File: src/rtl/data_bus_pkg.sv
// rtl/data_bus_pkg.sv - state codes, size codes and helpers for the data bus controller
package data_bus_pkg;

  typedef logic [2:0] state_t;
  localparam state_t ST_IDLE      = 3'd0;
  localparam state_t ST_FLASH     = 3'd1;
  localparam state_t ST_RAM_WR    = 3'd2;
  localparam state_t ST_RAM_RD    = 3'd3;
  localparam state_t ST_RAM_DRAIN = 3'd4;
  localparam state_t ST_RESP_ERR  = 3'd5;

  typedef logic [1:0] size_t;
  localparam size_t SZ_BYTE = 2'd0;
  localparam size_t SZ_HALF = 2'd1;
  localparam size_t SZ_WORD = 2'd2;
  localparam size_t SZ_BAD  = 2'd3;

  // Number of 8-bit RAM beats needed for an access of the given size
  function automatic logic [2:0] beat_count(input size_t size);
    logic [2:0] n;
    case (size)
      SZ_BYTE: n = 3'd1;
      SZ_HALF: n = 3'd2;
      default: n = 3'd4;
    endcase
    return n;
  endfunction

  // Pick the addressed byte/half lane out of a 32-bit word and zero-extend it
  function automatic logic [31:0] lane_select(input logic [31:0] word, input logic [1:0] lane,
                                              input size_t size);
    logic [31:0] shifted;
    logic [31:0] res;
    shifted = word >> {lane, 3'b000};
    case (size)
      SZ_BYTE: res = {24'h0, shifted[7:0]};
      SZ_HALF: res = {16'h0, shifted[15:0]};
      default: res = shifted;
    endcase
    return res;
  endfunction

endpackage

File: src/rtl/bus_decode.sv
// rtl/bus_decode.sv - region hit, alignment and offset decode for one bus address
module bus_decode
  import data_bus_pkg::*;
#(
  parameter int unsigned FLASH_WIDTH = 9,
  parameter int unsigned RAM_WIDTH   = 10,
  parameter logic [31:0] FLASH_BASE  = 32'h0000_0000,
  parameter logic [31:0] RAM_BASE    = 32'h1000_0000,
  parameter int unsigned OFF_W       = 11
) (
  input  logic [31:0]      addr,
  input  logic [1:0]       size,
  output logic             hit_flash,
  output logic             hit_ram,
  output logic             misaligned,
  output logic [OFF_W-1:0] offset
);

  logic [31:0] flash_off;
  logic [31:0] ram_off;

  // Bases are region-aligned, so an address hits when its offset fits the region width
  always_comb begin
    flash_off  = addr - FLASH_BASE;
    ram_off    = addr - RAM_BASE;
    hit_flash  = (flash_off >> (FLASH_WIDTH + 2)) == 32'd0;
    hit_ram    = (ram_off >> RAM_WIDTH) == 32'd0;
    misaligned = ((size == SZ_HALF) && addr[0]) ||
                 ((size == SZ_WORD) && (addr[1:0] != 2'b00));
    offset     = hit_flash ? flash_off[OFF_W-1:0] : ram_off[OFF_W-1:0];
  end

endmodule

File: src/rtl/data_bus_ctrl.sv
// rtl/data_bus_ctrl.sv - single-master bus controller for word flash and byte-wide RAM
module data_bus_ctrl
  import data_bus_pkg::*;
#(
  parameter int unsigned FLASH_WIDTH = 9,
  parameter int unsigned RAM_WIDTH   = 10,
  parameter logic [31:0] FLASH_BASE  = 32'h0000_0000,
  parameter logic [31:0] RAM_BASE    = 32'h1000_0000
) (
  input  logic                   clk,
  input  logic                   rst,
  input  logic                   req_valid,
  output logic                   req_ready,
  input  logic                   req_we,
  input  logic [1:0]             req_size,
  input  logic [31:0]            req_addr,
  input  logic [31:0]            req_wdata,
  output logic                   rsp_valid,
  output logic [31:0]            rsp_rdata,
  output logic                   rsp_err,
  output logic [FLASH_WIDTH-1:0] flash_addr,
  input  logic [31:0]            flash_data,
  output logic                   ram_rw,
  output logic [RAM_WIDTH-1:0]   ram_addr,
  output logic [7:0]             ram_di,
  input  logic [7:0]             ram_do
);

  localparam int unsigned OFF_W = (FLASH_WIDTH + 2 > RAM_WIDTH) ? FLASH_WIDTH + 2 : RAM_WIDTH;

  logic             hit_flash, hit_ram, misaligned;
  logic [OFF_W-1:0] offset;

  bus_decode #(
    .FLASH_WIDTH(FLASH_WIDTH), .RAM_WIDTH(RAM_WIDTH),
    .FLASH_BASE(FLASH_BASE), .RAM_BASE(RAM_BASE), .OFF_W(OFF_W)
  ) u_decode (
    .addr(req_addr), .size(req_size),
    .hit_flash(hit_flash), .hit_ram(hit_ram), .misaligned(misaligned), .offset(offset)
  );

  state_t                 state_q, state_d;
  size_t                  size_q, size_d;
  logic [1:0]             lane_q, lane_d;
  logic [1:0]             beat_q, beat_d;
  logic [31:0]            wdata_q, wdata_d;
  logic [31:0]            rdata_q, rdata_d;
  logic [RAM_WIDTH-1:0]   offset_q, offset_d;
  logic                   rsp_valid_q, rsp_valid_d;
  logic                   rsp_err_q, rsp_err_d;
  logic [31:0]            rsp_rdata_q, rsp_rdata_d;
  logic                   ram_rw_q, ram_rw_d;
  logic [RAM_WIDTH-1:0]   ram_addr_q, ram_addr_d;
  logic [7:0]             ram_di_q, ram_di_d;
  logic [FLASH_WIDTH-1:0] flash_addr_q, flash_addr_d;

  logic [1:0] next_beat;
  logic       last_beat;

  assign req_ready  = (state_q == ST_IDLE);
  assign rsp_valid  = rsp_valid_q;
  assign rsp_err    = rsp_err_q;
  assign rsp_rdata  = rsp_rdata_q;
  assign ram_rw     = ram_rw_q;
  assign ram_addr   = ram_addr_q;
  assign ram_di     = ram_di_q;
  assign flash_addr = flash_addr_q;

  assign next_beat = beat_q + 2'd1;
  assign last_beat = ({1'b0, beat_q} == (beat_count(size_q) - 3'd1));

  // Next-state logic: accept/classify in IDLE, then sequence flash or RAM beats
  always_comb begin
    state_d      = state_q;
    size_d       = size_q;
    lane_d       = lane_q;
    beat_d       = beat_q;
    wdata_d      = wdata_q;
    rdata_d      = rdata_q;
    offset_d     = offset_q;
    rsp_valid_d  = 1'b0;
    rsp_err_d    = 1'b0;
    rsp_rdata_d  = 32'h0;
    ram_rw_d     = 1'b0;
    ram_addr_d   = ram_addr_q;
    ram_di_d     = ram_di_q;
    flash_addr_d = flash_addr_q;
    case (state_q)
      ST_IDLE: begin
        if (req_valid) begin
          size_d   = req_size;
          lane_d   = offset[1:0];
          beat_d   = 2'd0;
          wdata_d  = req_wdata;
          rdata_d  = 32'h0;
          offset_d = offset[RAM_WIDTH-1:0];
          if ((req_size == SZ_BAD) || misaligned || !(hit_flash || hit_ram) ||
              (hit_flash && req_we)) begin
            state_d = ST_RESP_ERR;
          end else if (hit_flash) begin
            state_d      = ST_FLASH;
            flash_addr_d = offset[FLASH_WIDTH+1:2];
          end else if (req_we) begin
            state_d    = ST_RAM_WR;
            ram_rw_d   = 1'b1;
            ram_addr_d = offset[RAM_WIDTH-1:0];
            ram_di_d   = req_wdata[7:0];
          end else begin
            state_d    = ST_RAM_RD;
            ram_addr_d = offset[RAM_WIDTH-1:0];
          end
        end
      end
      ST_FLASH: begin
        rsp_valid_d = 1'b1;
        rsp_rdata_d = lane_select(flash_data, lane_q, size_q);
        state_d     = ST_IDLE;
      end
      ST_RESP_ERR: begin
        rsp_valid_d = 1'b1;
        rsp_err_d   = 1'b1;
        state_d     = ST_IDLE;
      end
      ST_RAM_WR: begin
        if (last_beat) begin
          rsp_valid_d = 1'b1;
          state_d     = ST_IDLE;
        end else begin
          beat_d     = next_beat;
          ram_rw_d   = 1'b1;
          ram_addr_d = offset_q + RAM_WIDTH'(next_beat);
          ram_di_d   = wdata_q[{next_beat, 3'b000} +: 8];
        end
      end
      ST_RAM_RD: begin
        // ram_do now holds the byte whose address was sampled on the previous edge
        if (beat_q != 2'd0) rdata_d[{beat_q - 2'd1, 3'b000} +: 8] = ram_do;
        if (last_beat) begin
          state_d = ST_RAM_DRAIN;
        end else begin
          beat_d     = next_beat;
          ram_addr_d = offset_q + RAM_WIDTH'(next_beat);
        end
      end
      ST_RAM_DRAIN: begin
        rdata_d[{beat_q, 3'b000} +: 8] = ram_do;
        rsp_valid_d = 1'b1;
        rsp_rdata_d = rdata_d;
        state_d     = ST_IDLE;
      end
      default: state_d = ST_IDLE;
    endcase
  end

  // State and output registers; reset aborts any transfer in flight
  always_ff @(posedge clk or posedge rst) begin
    if (rst) begin
      state_q      <= ST_IDLE;
      size_q       <= SZ_BYTE;
      lane_q       <= 2'd0;
      beat_q       <= 2'd0;
      wdata_q      <= 32'h0;
      rdata_q      <= 32'h0;
      offset_q     <= '0;
      rsp_valid_q  <= 1'b0;
      rsp_err_q    <= 1'b0;
      rsp_rdata_q  <= 32'h0;
      ram_rw_q     <= 1'b0;
      ram_addr_q   <= '0;
      ram_di_q     <= 8'h0;
      flash_addr_q <= '0;
    end else begin
      state_q      <= state_d;
      size_q       <= size_d;
      lane_q       <= lane_d;
      beat_q       <= beat_d;
      wdata_q      <= wdata_d;
      rdata_q      <= rdata_d;
      offset_q     <= offset_d;
      rsp_valid_q  <= rsp_valid_d;
      rsp_err_q    <= rsp_err_d;
      rsp_rdata_q  <= rsp_rdata_d;
      ram_rw_q     <= ram_rw_d;
      ram_addr_q   <= ram_addr_d;
      ram_di_q     <= ram_di_d;
      flash_addr_q <= flash_addr_d;
    end
  end

endmodule
File: config.mk
export PLATFORM = sky130hd
export DESIGN_NAME = data_bus_ctrl
export DESIGN_NICKNAME = d
export VERILOG_FILES = /design/src/rtl/data_bus_pkg.sv /design/src/rtl/bus_decode.sv /design/src/rtl/data_bus_ctrl.sv
export SDC_FILE = /design/constraint.sdc
export NUM_CORES = 1
export LEC_CHECK = 0
export ABC_CLOCK_PERIOD_IN_PS = 10750
export BUFFER_PORTS_ARGS = -buffer_cell sky130_fd_sc_hd__buf_4
export CAP_MARGIN = 20
export CORE_MARGIN = 8
export CORE_UTILIZATION = 45
export CTS_CLUSTER_DIAMETER = 80
export DETAILED_ROUTE_END_ITERATION = 16
export PLACE_DENSITY = 0.69
export SETUP_SLACK_MARGIN = 0.02
export SYNTH_ARGS = -nofsm -noshare
export SYNTH_HDL_FRONTEND = slang
export SYNTH_SLANG_ARGS = --single-unit
File: constraint.sdc
create_clock -name clk -period 10.75 [get_ports clk]
set_clock_uncertainty 0.1 [all_clocks]
set_input_delay 1.075 -clock clk [delete_from_list [all_inputs] [get_ports clk]]
set_output_delay 1.075 -clock clk [all_outputs]
set_load 0.01 [all_outputs]
==> results.md <==
- The run finished with clean final reports.
- The sort of element at the start of the critical path is a register.
- In the synthesized netlist the dominant register cell turns out to be dfrtp_1.
- The gate count after technology mapping is 776.
- The count of buffers inserted at the top-level ports is 172.
- The signal on the critical path passes through inv_1 > ha_1 > ha_1 > a21oi_1 > nor4_1 > xnor2_1 > o21ai_0 > mux2_2.
- For hold timing, the worst endpoint is wdata_q[19].
- The worst path in the final design needs a cycle of 3.03 ns, including I/O delays and setup.
- The initial antenna violation count is 0.
- In the finished design, the share of the clock period the worst path needs comes to about 28%.
- The mapped netlist covers 7360 um^2.
- The post-CTS setup-driven buffer insertion count is 0.
- Across the run, the number of max-cap violations was 0.
- The tightest min-delay check is of the reg2reg type.
- The clock latency of the later-clocked register in the worst-skew pair is 0.43 ns.
- The sequential cells in the finished layout cover a total of 3580 um^2.
- Once detailed placement completed, the half-perimeter wirelength came to 15200 um.
- The full die area is 20700 um^2.
- The slowest stage of the critical path belongs to the cell ha_1.
- Along the worst path, the maximum fanout reaches 18.
- The number of buffers added by the clock tree synthesis step is 17.
- The total routing resource utilization after global routing is about a fifth.
- Summing all multi-input logic gate instances after layout gives between 3000 and 4000 um^2.
- The final number of max-transition violations is 0.
- The diode insertion count for antenna repair is 0.
- The clock root buffer master is clkbuf_16.
- The clock net in this run drives a total of approximately 140 sinks.
- The power density over the cells is a little under 200 nW/um^2.
- Across all layers, the routed design uses 6326 vias.
- The congestion estimate from routability-driven global placement came to about 0.84.
- The vertical die dimension is 144 um.
- The number of H-tree levels is 4.
- The number of vias per cell is 5.48.
- For this run, the detailed router's first-pass iteration total came to 5.
- The setup TNS is 0 ns.
- The XOR/XNOR share of the synthesized area is 1.07%.
- Yosys printed 0 warnings.
- Measured against its own limit, the worst slew margin works out to 39.4%.
- The site row count is 46.
- The filler cells instantiated in the layout total about 1400.
- The worst-case IR drop observed on VDD is 0.000115 V.
- The count of hold-fix buffers inserted at cts is 0.
- The final count of hold timing violations was 0.
- The maximum number of buffers from clock root to sink is 2.
- The worst reg-to-reg path cell count is 8.
- The data arrival time of the critical path is between 3 and 4 ns.
- The number of cells on the worst hold path is 2.
- The starting density of the core is 46.2%.
- The area fraction in and, or, nand and nor cells after synthesis is between 20% and 30%.
- The number of global-route vias before repair was between 6000 and 7000.
- The core footprint is 15900 um^2.
- The maximum operating frequency is 330 MHz.
- The clock tree from TritonCTS is done.
- The most common cell after layout, fill and taps aside is nand2_1.
- The final design utilization is about three fifths.
- Setup violations remaining at the end of the flow were counted as 0.
- Summed over all layers, the routed wires come to roughly 21000 um.
- The layer carrying the most global-route usage is met2.
- The origin of the critical flop-to-flop path is beat_q[1].
- The global routing met1 resource utilization is between 20% and 30%.
- The overflow left after global routing is 0.
- Compared with the post-synthesis result, the final layout area differs by 27.2%.
- The count of flip-flops with a built-in enable after synthesis is 0.
- The count of unique library cells instantiated by Yosys is 49.
- The global-route track usage on met3 is 6.44%.
- The async set-or-reset flop fraction in the synthesized netlist is 100%.
- The largest single stage delay on the critical path is between 0.9 and 1 ns.
- STA classifies the critical path endpoint as a register.
- The first global-routing pass estimated 33700 um of wire.
- At the pin with the least slew margin, the transition time is 0.906 ns.
- After synthesis, the largest family of logic cells by area is simple AND/OR/NAND/NOR gates.
- The fraction of synthesized area in multiplexers is about 10%.
- Setup repair after global routing left no endpoint under its margin.
- The detail route stage leaves a number of antenna-violating nets equal to 0.
- The clock transition at the registers of the reported paths is 0.06 ns.
- Synthesis produced a netlist with a net count of between 800 and 900.
- The startpoint identified for the worst hold timing path is wdata_q[19].
- For met2 alone, demand over resource in global routing was 31.0%.
- In this run the critical register-to-register path is captured at ram_addr[9].
- The net count of the finished layout is 1045.
- The count of pins on the block boundary is ~170.
- The leakage power is about 4.7 nW.
- Entering global routing, the biggest net connects 88 pins.
- The type of the worst setup path is reg2reg.
- The number of remaining DRC errors is 0.
- Summing the sequential cell areas from Yosys gives 48.6% of the chip area.
- At the worst endpoint, the required time is 10.97 ns.
- In the final routed layout, each cell accounts on average for 18.5 um.
- The most common cell type on the critical path is ha_1.
- The die is 144 um wide.
- The proportion of layout cells with a drive suffix above 1 is between 20 and 30%.
- The adder-cell area share of the yosys netlist is 1.63%.
- The post-synthesis sequential element count is between 100 and 150.
- The quantity of gates resized following cts is 0.
- The number of violations reported at the end of detailed-routing iteration 0 is 598.
- The share of the synthesized area in compound gates (AO/OA/AOI/OAI) is between 10 and 15%.
- For flop-to-flop paths, the worst setup slack is 7.72 ns.
- Leaving out fill and tap cells, the most frequent cells in the layout are nand2_1 (199), buf_4 (178), dfrtp_1 (142), o21ai_0 (61), mux2_2 (37).
- The synthesized area divided by synthesized cell count is 9.49 um^2.
cells in the mapped netlist, types with 3 or more instances:
library cell    n  share of area (%)
a211o_1         8               0.95
mux2_2         37                5.7
nand3b_1        3               0.31
a21o_1          8               0.82
a31oi_1         8               0.68
clkbuf_1       33                1.7
nand2_1       199                 10
nor2_1         20                1.0
dfrtp_1       143                 49
a41o_1          8                1.1
nor4_1          6               0.51
a22o_1         16                1.9
mux2i_1        16                2.2
nand4_1         8               0.68
xnor2_1         7               0.83
buf_2          10               0.68
a21oi_1        33                2.2
and2_1          3               0.25
o21ai_1         5               0.34
ha_1            8                1.4
nand2b_1       25                2.1
nor3_1          5               0.34
o21ai_0        61                4.1
mux4_2          8                2.4
nand3_1        15                1.0
nor2b_1        30                2.5
o22ai_1         8               0.68
inv_1          14               0.71
a31o_2          8               0.95
metrics by stage:
step                      instances  power (mW)  area, um^2  hold slack, ns  setup slack (ns)
after floorplan                 776        1.09        7360           0.340              5.74
after detailed placement       1123        1.29        8790           0.361              7.53
after global placement         1123        1.28        8790           0.356              7.58
after global routing           1155        1.96        9360           0.395              7.41
after CTS                      1155        1.87        9360           0.376              7.65
final                          1155        1.86        9360           0.374              7.72
logic make-up after synthesis:
| group | after synthesis |
|---|---|
| fa+ha+maj | 9 |
| flops | 143 |
| buf+inv | 61 |
| compound gates | 171 |
| mux | 61 |
| xor+xnor | 9 |
| simple gates | 322 |
cell type report:
| type | instances | share of cell area, % |
|---|---|---|
| well taps | 216 | 2.89 |
| repair buffers | 178 | 14.3 |
| flip-flops and latches | 143 | 38.2 |
| inverters | 14 | 0.615 |
| clock inverters | 9 | 1.19 |
| multi-input cells | 572 | 37.9 |
| clock buffers | 23 | 4.89 |
worst max-delay path by stage:
| stage | startpoint | end | cells past startpoint |
|---|---|---|---|
| detailed placement | req_valid | ram_addr[5] | 7 |
| global route | beat_q[1] | ram_addr[7] | 8 |
| finish | beat_q[1] | ram_addr[9] | 8 |
| floorplan | rst | beat_q[0] | 1 |
| CTS | beat_q[1] | ram_addr[5] | 8 |
| global placement | req_valid | ram_addr[2] | 7 |
registers in the layout, indices dropped and copies added, names as in the netlist:
register    flops
beat_q          2
flash_addr      9
lane_q          1
offset_q        9
ram_addr       10
ram_di          8
ram_rw          1
rdata_q        32
rsp_err         1
rsp_rdata      32
rsp_valid       1
size_q          2
state_q         3
wdata_q        32
worst max-delay path: cells and delay by family (launching register included):
| family | cells | cell delay (ns) |
|---|---|---|
| XOR/XNOR | 1 | 0.14 |
| AND/OR/NAND/NOR | 1 | 0.14 |
| flip-flops | 1 | 0.43 |
| multiplexers | 1 | 0.28 |
| buffers and inverters | 1 | 0.14 |
| AO/OA/AOI/OAI | 2 | 0.41 |
| adder cells (fa/ha/maj) | 2 | 1.28 |
routing by layer:
| metal | part of all wire, % | wire [um] |
|---|---|---|
| met4 | 2.2 | 474 |
| met2 | 44 | 9430 |
| met3 | 9.6 | 2060 |
| met1 | 44 | 9460 |
| met5 | 0 | 0 |
power breakdown:
part	internal (mW)	total [mW]	switching (mW)
Combinational	0.224	0.545	0.321
Sequential	0.658	0.738	0.0799
Clock	0.348	0.575	0.227
Total	1.23	1.86	0.628
No activity file was read; power rests on OpenSTA's default activity.
